--- config.mk ---
export PLATFORM = sky130hd
export DESIGN_NAME = mem_access_ctrl_flat
export DESIGN_NICKNAME = d
export VERILOG_FILES = /design/src/rtl/mem_access_ctrl_if.sv /design/src/rtl/mem_access_ctrl.sv /design/src/flat_wrapper.sv
export SDC_FILE = /design/constraint.sdc
export NUM_CORES = 1
export LEC_CHECK = 0
export ABC_AREA = 1
export BUFFER_PORTS_ARGS = -buffer_cell sky130_fd_sc_hd__buf_2
export CAP_MARGIN = 10
export CORE_ASPECT_RATIO = 1.2
export CORE_MARGIN = 1.5
export CORE_UTILIZATION = 48
export CTS_CLUSTER_DIAMETER = 40
export CTS_CLUSTER_SIZE = 30
export DETAILED_ROUTE_END_ITERATION = 10
export PLACE_DENSITY = 0.81
export REMOVE_ABC_BUFFERS = 1
export SLEW_MARGIN = 10
export SYNTH_ARGS = -nofsm -noshare
export SYNTH_HDL_FRONTEND = slang
export SYNTH_SLANG_ARGS = --single-unit
--- constraint.sdc ---
create_clock -name clk -period 1.9 [get_ports clk]
set_input_delay 0.57 -clock clk [delete_from_list [all_inputs] [get_ports clk]]
set_output_delay 0.57 -clock clk [all_outputs]
set_load 0.1 [all_outputs]
--- src/rtl/mem_access_ctrl_if.sv ---
// mem_access_ctrl_if: req/ack data-memory bus between the MEM stage and memory.
//
// Signals:
//   mem_req    controller -> memory  bus request
//   mem_we     controller -> memory  write enable (1 = store, 0 = load)
//   mem_addr   controller -> memory  byte address (DW bits)
//   mem_wdata  controller -> memory  store data (DW bits)
//   mem_rdata  memory -> controller  load data, valid while mem_ack is high
//   mem_ack    memory -> controller  single-cycle completion pulse
//
// Modports: master (MEM-stage controller), slave (memory model or bus bridge).
interface mem_access_ctrl_if #(
  parameter int DW = 32
);
  logic          mem_req;
  logic          mem_we;
  logic [DW-1:0] mem_addr;
  logic [DW-1:0] mem_wdata;
  logic [DW-1:0] mem_rdata;
  logic          mem_ack;

  modport master (
    output mem_req, mem_we, mem_addr, mem_wdata,
    input  mem_rdata, mem_ack
  );

  modport slave (
    input  mem_req, mem_we, mem_addr, mem_wdata,
    output mem_rdata, mem_ack
  );
endinterface

--- src/rtl/mem_access_ctrl.sv ---
// mem_access_ctrl: MEM-stage memory access controller with the MEM/WB register.
//
// Turns EX/MEM loads and stores into req/ack bus transactions, holds the
// upstream pipeline with StallM until each access finishes (or times out),
// and registers the writeback-stage controls and data.
//
// Ports:
//   clk, reset_n               clock (rising edge), asynchronous active-low reset
//   RegWriteM, MemWriteM       EX/MEM controls (MemWriteM = store)
//   ResultSrcM                 EX/MEM result select, 2'b01 marks a load
//   ALUResultM, WriteDataM     address / ALU result and store data
//   bus                        memory bus (master side)
//   StallM                     combinational freeze for IF/ID/EX/MEM
//   mem_err                    one-cycle pulse after a timed-out access
//   RegWriteW, ResultSrcW,
//   ALUResultW, ReadDataW      MEM/WB register outputs
module mem_access_ctrl #(
  parameter int DW      = 32,
  parameter int TIMEOUT = 255
) (
  input  logic               clk,
  input  logic               reset_n,
  input  logic               RegWriteM,
  input  logic               MemWriteM,
  input  logic [1:0]         ResultSrcM,
  input  logic [DW-1:0]      ALUResultM,
  input  logic [DW-1:0]      WriteDataM,
  mem_access_ctrl_if.master  bus,
  output logic               StallM,
  output logic               mem_err,
  output logic               RegWriteW,
  output logic [1:0]         ResultSrcW,
  output logic [DW-1:0]      ALUResultW,
  output logic [DW-1:0]      ReadDataW
);

  typedef enum logic [1:0] {
    IDLE = 2'd0,
    BUSY = 2'd1,
    DONE = 2'd2
  } stateT;

  // Last counter value before the access is abandoned; TIMEOUT is 1..255.
  localparam logic [7:0] LastCount = 8'(TIMEOUT - 1);

  stateT         state;
  stateT         nextState;
  logic [7:0]    waitCount;
  logic          access;
  logic          isLoad;
  logic          ackSeen;
  logic          timedOut;
  logic          memReq;
  logic          memWe;
  logic [DW-1:0] memAddr;
  logic [DW-1:0] memWdata;
  logic          memErr;
  logic [DW-1:0] capturedData;

  assign isLoad = (ResultSrcM == 2'b01);
  assign access = MemWriteM | isLoad;

  // DONE releases the stall so the finished access leaves MEM on that edge.
  assign StallM = access & (state != DONE);

  always_ff @(posedge clk or negedge reset_n) begin
    if (!reset_n) begin
      state <= IDLE;
    end else begin
      state <= nextState;
    end
  end

  // mem_ack only counts while BUSY; an ack wins over a same-cycle timeout.
  always_comb begin
    nextState = state;
    ackSeen   = 1'b0;
    timedOut  = 1'b0;
    case (state)
      IDLE: begin
        if (access) nextState = BUSY;
      end
      BUSY: begin
        ackSeen  = bus.mem_ack;
        timedOut = !bus.mem_ack && (waitCount == LastCount);
        if (ackSeen || timedOut) nextState = DONE;
      end
      DONE: begin
        nextState = IDLE;
      end
      default: begin
        nextState = IDLE;
      end
    endcase
  end

  // Bus-side registers: request and address/data are latched once in IDLE and
  // held for the whole access; mem_err is a pulse that clears itself.
  always_ff @(posedge clk or negedge reset_n) begin
    if (!reset_n) begin
      memReq       <= 1'b0;
      memWe        <= 1'b0;
      memAddr      <= '0;
      memWdata     <= '0;
      memErr       <= 1'b0;
      waitCount    <= '0;
      capturedData <= '0;
    end else begin
      memErr <= 1'b0;
      case (state)
        IDLE: begin
          if (access) begin
            memReq    <= 1'b1;
            memWe     <= MemWriteM;
            memAddr   <= ALUResultM;
            memWdata  <= WriteDataM;
            waitCount <= '0;
          end
        end
        BUSY: begin
          if (ackSeen) begin
            memReq       <= 1'b0;
            capturedData <= bus.mem_rdata;
          end else if (timedOut) begin
            memReq       <= 1'b0;
            memErr       <= 1'b1;
            capturedData <= '0;
          end else begin
            waitCount <= waitCount + 8'd1;
          end
        end
        DONE: begin
          memReq <= 1'b0;
        end
        default: begin
          memReq <= 1'b0;
        end
      endcase
    end
  end

  assign bus.mem_req   = memReq;
  assign bus.mem_we    = memWe;
  assign bus.mem_addr  = memAddr;
  assign bus.mem_wdata = memWdata;
  assign mem_err       = memErr;

  // MEM/WB register: a stalled MEM stage hands a bubble to writeback.
  always_ff @(posedge clk or negedge reset_n) begin
    if (!reset_n) begin
      RegWriteW  <= 1'b0;
      ResultSrcW <= 2'b00;
      ALUResultW <= '0;
      ReadDataW  <= '0;
    end else if (StallM) begin
      RegWriteW  <= 1'b0;
      ResultSrcW <= 2'b00;
      ALUResultW <= '0;
      ReadDataW  <= '0;
    end else begin
      RegWriteW  <= RegWriteM;
      ResultSrcW <= ResultSrcM;
      ALUResultW <= ALUResultM;
      ReadDataW  <= isLoad ? capturedData : '0;
    end
  end

endmodule

--- src/flat_wrapper.sv ---
// flat-port wrapper written by rule: the top's interface ports become plain ports
module mem_access_ctrl_flat 
#(
  parameter int DW      = 32,
  parameter int TIMEOUT = 255
)
  (clk, reset_n, RegWriteM, MemWriteM, ResultSrcM, ALUResultM, WriteDataM, StallM, mem_err, RegWriteW, ResultSrcW, ALUResultW, ReadDataW, bus_mem_req, bus_mem_we, bus_mem_addr, bus_mem_wdata, bus_mem_rdata, bus_mem_ack);
  mem_access_ctrl_if #(.DW(DW)) bus_i ();
  input  logic clk;
  input  logic reset_n;
  input  logic RegWriteM;
  input  logic MemWriteM;
  input  logic [1:0] ResultSrcM;
  input  logic [DW-1:0] ALUResultM;
  input  logic [DW-1:0] WriteDataM;
  output logic StallM;
  output logic mem_err;
  output logic RegWriteW;
  output logic [1:0] ResultSrcW;
  output logic [DW-1:0] ALUResultW;
  output logic [DW-1:0] ReadDataW;
  output wire logic [$bits(bus_i.mem_req)-1:0] bus_mem_req;
  output wire logic [$bits(bus_i.mem_we)-1:0] bus_mem_we;
  output wire logic [$bits(bus_i.mem_addr)-1:0] bus_mem_addr;
  output wire logic [$bits(bus_i.mem_wdata)-1:0] bus_mem_wdata;
  input wire logic [$bits(bus_i.mem_rdata)-1:0] bus_mem_rdata;
  input wire logic [$bits(bus_i.mem_ack)-1:0] bus_mem_ack;
  assign bus_mem_req = bus_i.mem_req;
  assign bus_mem_we = bus_i.mem_we;
  assign bus_mem_addr = bus_i.mem_addr;
  assign bus_mem_wdata = bus_i.mem_wdata;
  assign bus_i.mem_rdata = bus_mem_rdata;
  assign bus_i.mem_ack = bus_mem_ack;
  mem_access_ctrl #(.DW(DW), .TIMEOUT(TIMEOUT)) u_core (.clk(clk), .reset_n(reset_n), .RegWriteM(RegWriteM), .MemWriteM(MemWriteM), .ResultSrcM(ResultSrcM), .ALUResultM(ALUResultM), .WriteDataM(WriteDataM), .bus(bus_i), .StallM(StallM), .mem_err(mem_err), .RegWriteW(RegWriteW), .ResultSrcW(ResultSrcW), .ALUResultW(ALUResultW), .ReadDataW(ReadDataW));
endmodule
==> metrics.md, run 1 <==
| Metric | Value |
|---|---|
| Routed Antenna Nets | 0 |
| Most common cell after layout, fill and taps aside | nand2_1 |
| Max Clock Skew | about 0.014 ns |
| Final Net Count | ~1000 |
| First-pass DRT Iterations | 7 |
| Starting Density | approximately half |
| Synthesis warning total | 0 |
| Post-synthesis instance area | between 0.006 and 0.007 mm2 |
| Post-DR wirelength/cell | between 10 and 15 um |
| Sink Count | approximately 180 |
| Core ar. | approximately 0.013 mm2 |
| Worst EP required | 1.33 ns |
| CP max stage delay | around 0.38 ns |
| Setup crit end kind | output pin |
| Worst relative slew slack | between 60% and 70% |
| Startpoint class of the critical path | flip-flop |
| Pins Over Slew Limit | 0 |
| Initial antenna violation count | 0 |
| Final hold violations | 0 |
| Hold Path Class | in -> async |
| Slowest cell on crit path | dfrtp_1 |
| Die Span Y | around 130 um |
| Die footprint | between 0.01 and 0.015 mm2 |
| Maximum clock insertion buffer count | 2 |
| Tmin final | 1.87 ns |
| Max-capacitance violation count | 0 |
| Final Setup Violations | 0 |
| Distinct cells, synth | 20 |
| Clock Latency Late Sink | roughly 0.42 ns |
| Total CTS buffers | 17 |
| CP bufs+invs | 2 |
| Clk slew on worst S/H paths | around 0.080 ns |
| Starting DRT DRC Count | roughly 280 |
| RSZ-0062 raised after global routing | true |
| Register area share after synthesis | about two thirds |
| RD Place Congestion | a little over 0.8 |
| First-pass GRT wire length | ~24000 um |
| IO Count | between 200 and 250 |
| Post-DP HPWL | ~11000 um |
| Final cycle utilization of the critical path | a little over nine tenths |
| Ant. Diodes | 0 |
| Post-layout util | between 60% and 70% |
| Routed via count | between 5000 and 6000 |
| Hold_buf cts | 0 |
| Routed WL | between 15000 and 20000 um |
| Layout area overhead | 33.1% |
| Buffers on Ports | 237 |
| Worst-path maximum fanout | 2 |
| WP data arrival | 1.30 ns |
| CTS H-tree depth | 4 |
| Post-Synthesis Cells | roughly 680 |
| Highest Clock Rate | 536 MHz |
| Cell family with most CP delay | flip-flops |
| Placed instance area | approximately 0.008 mm2 |
| Root Buffer | clkbuf_16 |
| Tightest Pin Transition | between 0.5 and 0.6 ns |
| Die W | 109 um |
| Mean Syn Cell Area | ~9.6 um2 |
| Worst Setup Path Type | reg -> out |
| Pin count of the biggest net entering global routing | approximately 70 |
| #FFs+latches synth | approximately 180 |
| Layout cells sized above 1 | roughly a third |
| CTS tree | yes |
| Gr ovfl total | 0 |
| Most frequent cells in the layout | nand2_1 (250), buf_2 (235), dfrtp_1 (175), nor2_1 (79), inv_1 (44) |
| Post-route DRC | 0 |
| Status | finished, final reports clean |
| # rows | 46 |
| GRT Util Overall | 22.2% |
| Vias per inst | roughly 4.8 |
| Vias in the first global route | around 5000 |
| Crit-path cells | inv_2, nor2_4, a21oi_4, buf_12 |
| Final instance area | around 0.0086 mm2 |
==> path summary, 6_finish.rpt <==
path                                          startpoint                       end  slack (ns)  cells after the start
worst max-delay path                     u_core.state[1]                    StallM        0.03                      4
worst min-delay path                             reset_n    u_core.capturedData[2]        0.05                      1
worst max register to register           u_core.state[1]   u_core.capturedData[30]        0.23                     10
worst min register to register  u_core.bus.mem_wdata[16]  u_core.bus.mem_wdata[16]        0.47                      2
max in group asynchronous                        reset_n   u_core.bus.mem_addr[20]        1.26                      2
min in group clk                           WriteDataM[4]   u_core.bus.mem_wdata[4]        0.35                      3
==> stage by stage <==
stage	hold WS (ns)	instances	worst slack, ns	setup TNS (ns)
global route	0.0621	1103	-0.0248	-0.0248
finish	0.0534	1103	0.0344	0
CTS	0.0442	1102	0.0107	0
floorplan	0.274	646	-1.31	-75.08
detailed placement	0.454	1068	0.0842	0
global placement	0.449	1068	0.0818	0
==> metal layers <==
layer  vias to the layer above  part of all wire, %  track usage, %
li1                       2568                    -               -
met2                       206                   51            37.2
met4                         0                  2.2            8.13
met3                        30                  7.3            5.89
met1                      2450                   40            27.6
met5                         -                    0               0
==> final cells by class <==
cell class / count / area (um2)
fill: 1084 / 4560
sequential: 176 / 4410
multi-input combinational: 422 / 1760
timing repair buffer: 257 / 1430
clock buffer: 17 / 425
tap: 168 / 210
clock inverter: 15 / 208
inverter: 48 / 180
==> kinds of logic after synthesis <==
logic type | count (synthesis) | share of synthesized area, %
compound gates | 43 | 3.61
fa+ha+maj | 2 | 0.386
buf+inv | 80 | 5.10
xor+xnor | 1 | 0.135
simple gates | 376 | 22.8
flops | 176 | 68.0
==> cells in the mapped netlist, drive strengths merged <==
master	count	area, um2
dfrtp	176	4400
nor3	4	20.0
inv	48	180
clkbuf	14	52.6
o21ai	40	200
nand3b	1	7.51
nor2	80	300
buf	18	97.6
a21oi	3	33.8
nand3	38	190
xor2	1	8.76
ha	2	25.0
nand2	253	957
==> flip-flops by register name (all words and copies together) (netlist names) <==
name,count
u_core.mem_err,1
u_core.ALUResultW,32
u_core.waitCount,8
u_core.bus.mem_wdata,32
u_core.RegWriteW,1
u_core.state,2
u_core.bus.mem_addr,32
u_core.bus.mem_req,1
u_core.capturedData,32
u_core.ReadDataW,32
u_core.ResultSrcW,2
u_core.bus.mem_we,1
==> repair_timing <==
action,CTS,global route
buffers inserted,2,1
setup endpoints to repair,1,1
hold endpoints to repair,0,0
pin swaps,0,0
resized for setup,0,2
==> worst reg2reg max path, stage by stage (launching register included) <==
cell     delay (ns)
dfrtp_1        0.38
inv_2          0.08
buf_4          0.10
buf_4          0.10
nand2_1        0.11
nor2_1         0.21
nand2_2        0.13
nand2_2        0.08
buf_4          0.18
inv_1          0.07
o21ai_0        0.15
Power of run 1 is not shown: default switching activity piles up to over one toggle a cycle in this logic, so the estimate is an artifact.
==> run 2: changes to the inputs <==
==> constraint.sdc (replaced) <==
create_clock -name clk -period 1.9 [get_ports clk]
set_input_delay 0.095 -clock clk [delete_from_list [all_inputs] [get_ports clk]]
set_output_delay 0.095 -clock clk [all_outputs]
set_load 0.1 [all_outputs]
==> run 2 against run 1 <==
Clock-buffer cell count increased by 1. Final cell count increased by 8.5%. Fmax increased by 3.8%. Setup slack improved by 0.068 ns.
==> metrics.md, run 2 (synthesis gave the netlist of run 1 again) <==
| Metric | Value |
|---|---|
| Status | finished, final reports clean (unchanged) |
| Setup slack after layout | 0.102 ns (was 0.0344 ns) |
| Ant. Diodes | 0 (unchanged) |
| Vias per inst | 4.80 (was 4.76) |
| Stages on the worst setup path | 7 (was 4) |
| Die footprint | 0.0142 mm2 (unchanged) |
| WP data arrival | 1.70 ns (was 1.30 ns) |
| Most used cell, CP | buf_12 |
| Total CTS buffers | 17 (unchanged) |
| Hold Path Class | in -> reg (was in -> async) |
| IO Count | 238 (unchanged) |
| Vias in the first global route | 5624 (was 4925) |
| Sink Count | 176 (unchanged) |
| Final Setup Violations | 0 (unchanged) |
| Clock Latency Late Sink | 0.42 ns (about the same) |
| Fill cell instance count of the final layout | 885 (was 1084) |
| Slowest cell on crit path | dlygate4sd3_1 (was dfrtp_1) |
| Critical Path Start | ResultSrcM[1] (was u_core.state[1]) |
| Maximum clock insertion buffer count | 2 (unchanged) |
| RD Place Congestion | 0.791 (was 0.823) |
| CP max stage delay | 0.54 ns (was 0.38 ns) |
| Final Net Count | 1121 (was 1027) |
| Worst-path maximum fanout | 36 (was 2) |
| Post-DP HPWL | 10600 um (was 10700 um) |
| Most frequent cells in the layout | nand2_1 (250), buf_2 (235), dfrtp_1 (176), dlygate4sd3_1 (100), nor2_1 (79) (was nand2_1 (250), buf_2 (235), dfrtp_1 (175), nor2_1 (79), inv_1 (44)) |
| Worst r2r src | u_core.waitCount[0] (was u_core.state[1]) |
| Max Clock Skew | 0.0178 ns (was 0.0137 ns) |
| Highest Clock Rate | 556 MHz (was 536 MHz) |
| GRT Util Overall | 25.1% (was 22.2%) |
| Buffers on Ports | 237 (unchanged) |
| Register-to-register path setup slack | 0.27 ns (was 0.23 ns) |
| Post-route DRC | 0 (unchanged) |
| Routed via count | 5751 (was 5254) |
| Die Span Y | 130 um (unchanged) |
| R2r worst-path depth | 10 (unchanged) |
| Starting DRT DRC Count | 408 (was 279) |
| First-pass GRT wire length | 27100 um (was 24000 um) |
| Worst R2R End | u_core.capturedData[30] (unchanged) |
| Root Buffer | clkbuf_16 (unchanged) |
| Gr ovfl total | 0 (unchanged) |
| Pins Over Slew Limit | 0 (unchanged) |
| Core ar. | 0.0132 mm2 (unchanged) |
| Worst relative slew slack | 62.6% (was 64.6%) |
| Tmin final | 1.80 ns (was 1.87 ns) |
| Tightest Pin Transition | 0.560 ns (was 0.535 ns) |
| Post-cts resize count | 0 (unchanged) |
| RSZ-0062 raised after global routing | false (was true) |
| Final instance area | 0.00953 mm2 (was 0.00862 mm2) |
| Hold_buf cts | 100 (was 0) |
| Worst setup endpoint | StallM (unchanged) |
| # rows | 46 (unchanged) |
| Post-layout util | 72.3% (was 65.4%) |
| Post-DR wirelength/cell | 14.7 um (was 14.0 um) |
| Initial antenna violation count | 0 (unchanged) |
| Final hold violations | 0 (unchanged) |
| Layout cells sized above 1 | 28.5% (was 32.2%) |
| Routed WL | 17600 um (was 15400 um) |
| Worst Setup Path Type | in -> out (was reg -> out) |
| Die W | 109 um (unchanged) |
| Clk slew on worst S/H paths | 0.06 ns (was 0.08 ns) |
| Placed instance area | 0.00792 mm2 (was 0.00796 mm2) |
| Starting Density | 49.1% (unchanged) |
| Pin count of the biggest net entering global routing | 65 (was 69) |
| Max-capacitance violation count | 0 (unchanged) |
| Startpoint class of the critical path | input pin (was flip-flop) |
| Setup crit end kind | output pin (unchanged) |
| CTS H-tree depth | 4 (unchanged) |
| Worst EP required | 1.80 ns (was 1.33 ns) |
| DP Worst Slack | 0.293 ns (was 0.0842 ns) |
| Most common cell after layout, fill and taps aside | nand2_1 (unchanged) |
| Post-CTS Setup Bufs | 0 (was 2) |
| First-pass DRT Iterations | 7 (unchanged) |
| Final cycle utilization of the critical path | 94.6% (was 98.2%) |
| Routed Antenna Nets | 0 (unchanged) |
| CP bufs+invs | 5 (was 2) |
| Layout area overhead | 47.1% (was 33.1%) |
| CTS tree | yes (unchanged) |
| Cell family with most CP delay | buffers and inverters (was flip-flops) |
| Crit-path cells | dlygate4sd3_1, buf_2, inv_2, nand2_2, a21oi_4, buf_12, buf_12 (was inv_2, nor2_4, a21oi_4, buf_12) |
-- run 2: cell count changes in the layout (fill, tap and decap cells not counted), moves of 2 or more --
cell / delta
buf_4: -5
clkinv_8: -5
clkinv_4: +3
dlygate4sd3_1: +100
inv_8: -2
-- run 2: final cells by class --
cell class / instances / area, um2 / share of cell area [%]
tap: 168 / 210 / 2.21
inverter: 48 / 180 / 1.89
sequential: 176 / 4400 / 46.2
timing repair buffer: 351 / 2380 / 24.9
clock buffer: 18 / 429 / 4.51
clock inverter: 14 / 173 / 1.81
multi-input combinational: 422 / 1750 / 18.4
-- run 2: worst min-delay path by stage --
stage | from | to | cells after the start
finish | MemWriteM | u_core.bus.mem_we | 3
global route | MemWriteM | u_core.bus.mem_we | 3
CTS | MemWriteM | u_core.bus.mem_we | 3
detailed placement | reset_n | u_core.ReadDataW[2] | 1
global placement | reset_n | u_core.ReadDataW[2] | 1
floorplan | reset_n | u_core.ALUResultW[0] | 0
-- run 2: worst reg2reg max path: stages (launching register included) --
cell and delay, ns:
dfrtp_1 0.40, inv_1 0.06, ha_1 0.19, nand2_1 0.06, nor2_1 0.04, nand2_1 0.14, nand2_2 0.10, nand2_2 0.08
buf_4 0.22, inv_1 0.07, o21ai_0 0.17
-- run 2: stage by stage --
stage	instances	TNS (ns)	hold slack [ns]
2_1_floorplan	646	-28.68	-0.201
3_3_place_gp	1065	0	0.108
3_5_place_dp	1065	0	0.107
6_report	1197	0	0.0752
4_1_cts	1197	0	0.0570
5_1_grt	1197	0	0.0844
-- run 2: layer usage --
metal  track usage (%)  share of wire, %  vias up  routed length (um)
met3              6.29               7.3       40                1290
met5                 0                 0        -                   0
li1                  -                 -     2756                   -
met1              29.1                38     2701                6710
met4              10.4               2.9        0                 514
met2              44.3                52      254                9120
Power of run 2 is left out for the same reason.
==> run 3: changes to the inputs <==
--- a/config.mk
+++ b/config.mk
@@ -9,7 +9,6 @@
 export BUFFER_PORTS_ARGS = -buffer_cell sky130_fd_sc_hd__buf_2
 export CAP_MARGIN = 10
 export CORE_ASPECT_RATIO = 1.2
-export CORE_MARGIN = 1.5
 export CORE_UTILIZATION = 48
 export CTS_CLUSTER_DIAMETER = 40
 export CTS_CLUSTER_SIZE = 30
==> run 3 against run 2 <==
Via count increased by 1.4%. Worst hold slack improved by 0.020 ns. Utilization decreased by 0.10 points. Clock-buffer cell count decreased by 1. First-iteration DRC count increased by 4.2%. Flip-flop and latch count unchanged. Non-clock buffer count unchanged. Register-to-register slack got worse by 0.02 ns. Critical path depth unchanged. Die area decreased by 1.7%. Setup slack improved by 0.12 ns.
==> metrics.md, run 3 (synthesis gave the netlist of run 1 again) <==
| Metric | Value |
|---|---|
| CP max stage delay | 0.54 ns (about the same) |
| Sink Count | 176 (unchanged) |
| Tmin final | 1.68 ns (was 1.80 ns) |
| WP data arrival | 1.59 ns (was 1.70 ns) |
| Maximum clock insertion buffer count | 2 (unchanged) |
| First-pass GRT wire length | 27900 um (was 27100 um) |
| Final Non-Filler Cells | 1198 (was 1197) |
| Post-CTS Setup Bufs | 0 (unchanged) |
| First-pass DRT Iterations | 4 (was 7) |
| Starting DRT DRC Count | 425 (was 408) |
| Slowest cell on crit path | dlygate4sd3_1 (unchanged) |
| Pins Over Slew Limit | 0 (unchanged) |
| # rows | 46 (unchanged) |
| Startpoint class of the critical path | input pin (unchanged) |
| Hold Path Class | in -> reg (unchanged) |
| Initial antenna violation count | 2 (was 0) |
| Die W | 108 um (was 109 um) |
| Setup crit end kind | output pin (unchanged) |
| Post-DP HPWL | 10700 um (was 10600 um) |
| Tightest Pin Transition | 0.511 ns (was 0.560 ns) |
| Most frequent cells in the layout | nand2_1 (250), buf_2 (235), dfrtp_1 (176), dlygate4sd3_1 (100), nor2_1 (79) (unchanged) |
| Worst Setup Path Type | in -> out (unchanged) |
| Vias in the first global route | 5873 (was 5624) |
| Final cycle utilization of the critical path | 88.4% (was 94.6%) |
| Post-route DRC | 0 (unchanged) |
| Starting Density | 49.1% (unchanged) |
| Post-layout util | 72.2% (was 72.3%) |
| Max-capacitance violation count | 0 (unchanged) |
| Fill cell instance count of the final layout | 882 (was 885) |
| Total CTS buffers | 17 (unchanged) |
| Max Clock Skew | 0.0123 ns (was 0.0178 ns) |
| IO Count | 238 (unchanged) |
| Status | finished, final reports clean (unchanged) |
| Final hold violations | 0 (unchanged) |
| Pin count of the biggest net entering global routing | 56 (was 65) |
| Fin Hold WS | 0.0949 ns (was 0.0752 ns) |
| Layout area overhead | 46.8% (was 47.1%) |
| Buffers on Ports | 237 (unchanged) |
| Post-DR wirelength/cell | 15.0 um (was 14.7 um) |
| Die footprint | 0.0140 mm2 (was 0.0142 mm2) |
| Final Setup Violations | 0 (unchanged) |
| Crit-path cells | dlygate4sd3_1, buf_2, inv_2, nand2_2, a21oi_4, buf_4, buf_12 (was dlygate4sd3_1, buf_2, inv_2, nand2_2, a21oi_4, buf_12, buf_12) |
| Core ar. | 0.0132 mm2 (unchanged) |
| CTS tree | yes (unchanged) |
| Most common cell after layout, fill and taps aside | nand2_1 (unchanged) |
| RSZ-0062 raised after global routing | false (unchanged) |
| Die Span Y | 129 um (was 130 um) |
| Routed Antenna Nets | 0 (unchanged) |
| Final Net Count | 1121 (unchanged) |
| Worst EP required | 1.80 ns (about the same) |
| GRT Util Overall | 26.4% (was 25.1%) |
| RD Place Congestion | 0.804 (was 0.791) |
| Placed Cells | 1065 (unchanged) |
| Clk slew on worst S/H paths | 0.07 ns (was 0.06 ns) |
| Post-cts resize count | 0 (unchanged) |
| Highest Clock Rate | 595 MHz (was 556 MHz) |
| Worst relative slew slack | 65.9% (was 62.6%) |
| CTS H-tree depth | 4 (unchanged) |
| Clock Latency Late Sink | 0.42 ns (about the same) |
| Layout cells sized above 1 | 28.5% (about the same) |
| Worst-path maximum fanout | 14 (was 36) |
| Vias per inst | 4.87 (was 4.80) |
| Root Buffer | clkbuf_16 (unchanged) |
| Routed via count | 5834 (was 5751) |
| Routed WL | 18000 um (was 17600 um) |
| Gr ovfl total | 0 (unchanged) |
-- run 3: changes by cell type in the layout (fill, tap and decap cells not counted), sizes merged --
cell / delta
diode: +2
clkinv: +1
bufinv: -1
clkbuf: -1
-- run 3: path summary, 6_finish.rpt --
kind	cells past startpoint	slack [ns]	end	start
max reg2reg	10	0.25	u_core.capturedData[16]	u_core.waitCount[0]
max in group asynchronous	3	0.97	u_core.bus.mem_wdata[0]	reset_n
min	4	0.09	u_core.waitCount[0]	bus_mem_ack
max	7	0.22	StallM	ResultSrcM[1]
min reg2reg	2	0.47	u_core.bus.mem_wdata[17]	u_core.bus.mem_wdata[17]
min in group asynchronous	2	0.20	u_core.capturedData[8]	reset_n
-- run 3: worst max-delay path: cells and delay by family --
kind	cells	cell delay, ns
AO/OA/AOI/OAI	1	0.21
buffers and inverters	5	1.19
AND/OR/NAND/NOR	1	0.09
-- run 3: routing by layer --
layer	part of all wire [%]	up-vias	track usage (%)	routed length, um
li1	-	2751	-	-
met1	38	2779	29.8	6910
met2	51	255	46.0	9250
met3	7.2	49	7.19	1310
met4	3.1	0	12.5	558
met5	0	-	0	0
-- run 3: timing repair --
| item | 4_1_cts | 5_1_grt |
|---|---|---|
| endpoints found under the setup margin | 0 | 0 |
| hold endpoints to repair | 181 | 0 |
| hold buffers | 100 | 0 |
-- run 3: area by class of cell --
class | instances | area (um2) | area share (%)
antenna | 2 | 5.00 | 0.0526
clock buffer | 17 | 425 | 4.47
clock inverter | 14 | 170 | 1.79
inverter | 48 | 180 | 1.89
multi-input combinational | 422 | 1750 | 18.4
sequential | 176 | 4400 | 46.3
tap | 168 | 210 | 2.21
timing repair buffer | 351 | 2360 | 24.8
-- run 3: metrics by stage --
stage	setup WS (ns)	area, um2	setup TNS (ns)
floorplan	-0.670	6330	-28.68
global placement	0.388	7910	0
detailed placement	0.305	7910	0
CTS	0.224	9510	0
global route	0.0966	9510	0
finish	0.220	9510	0
Power of run 3 is left out for the same reason.
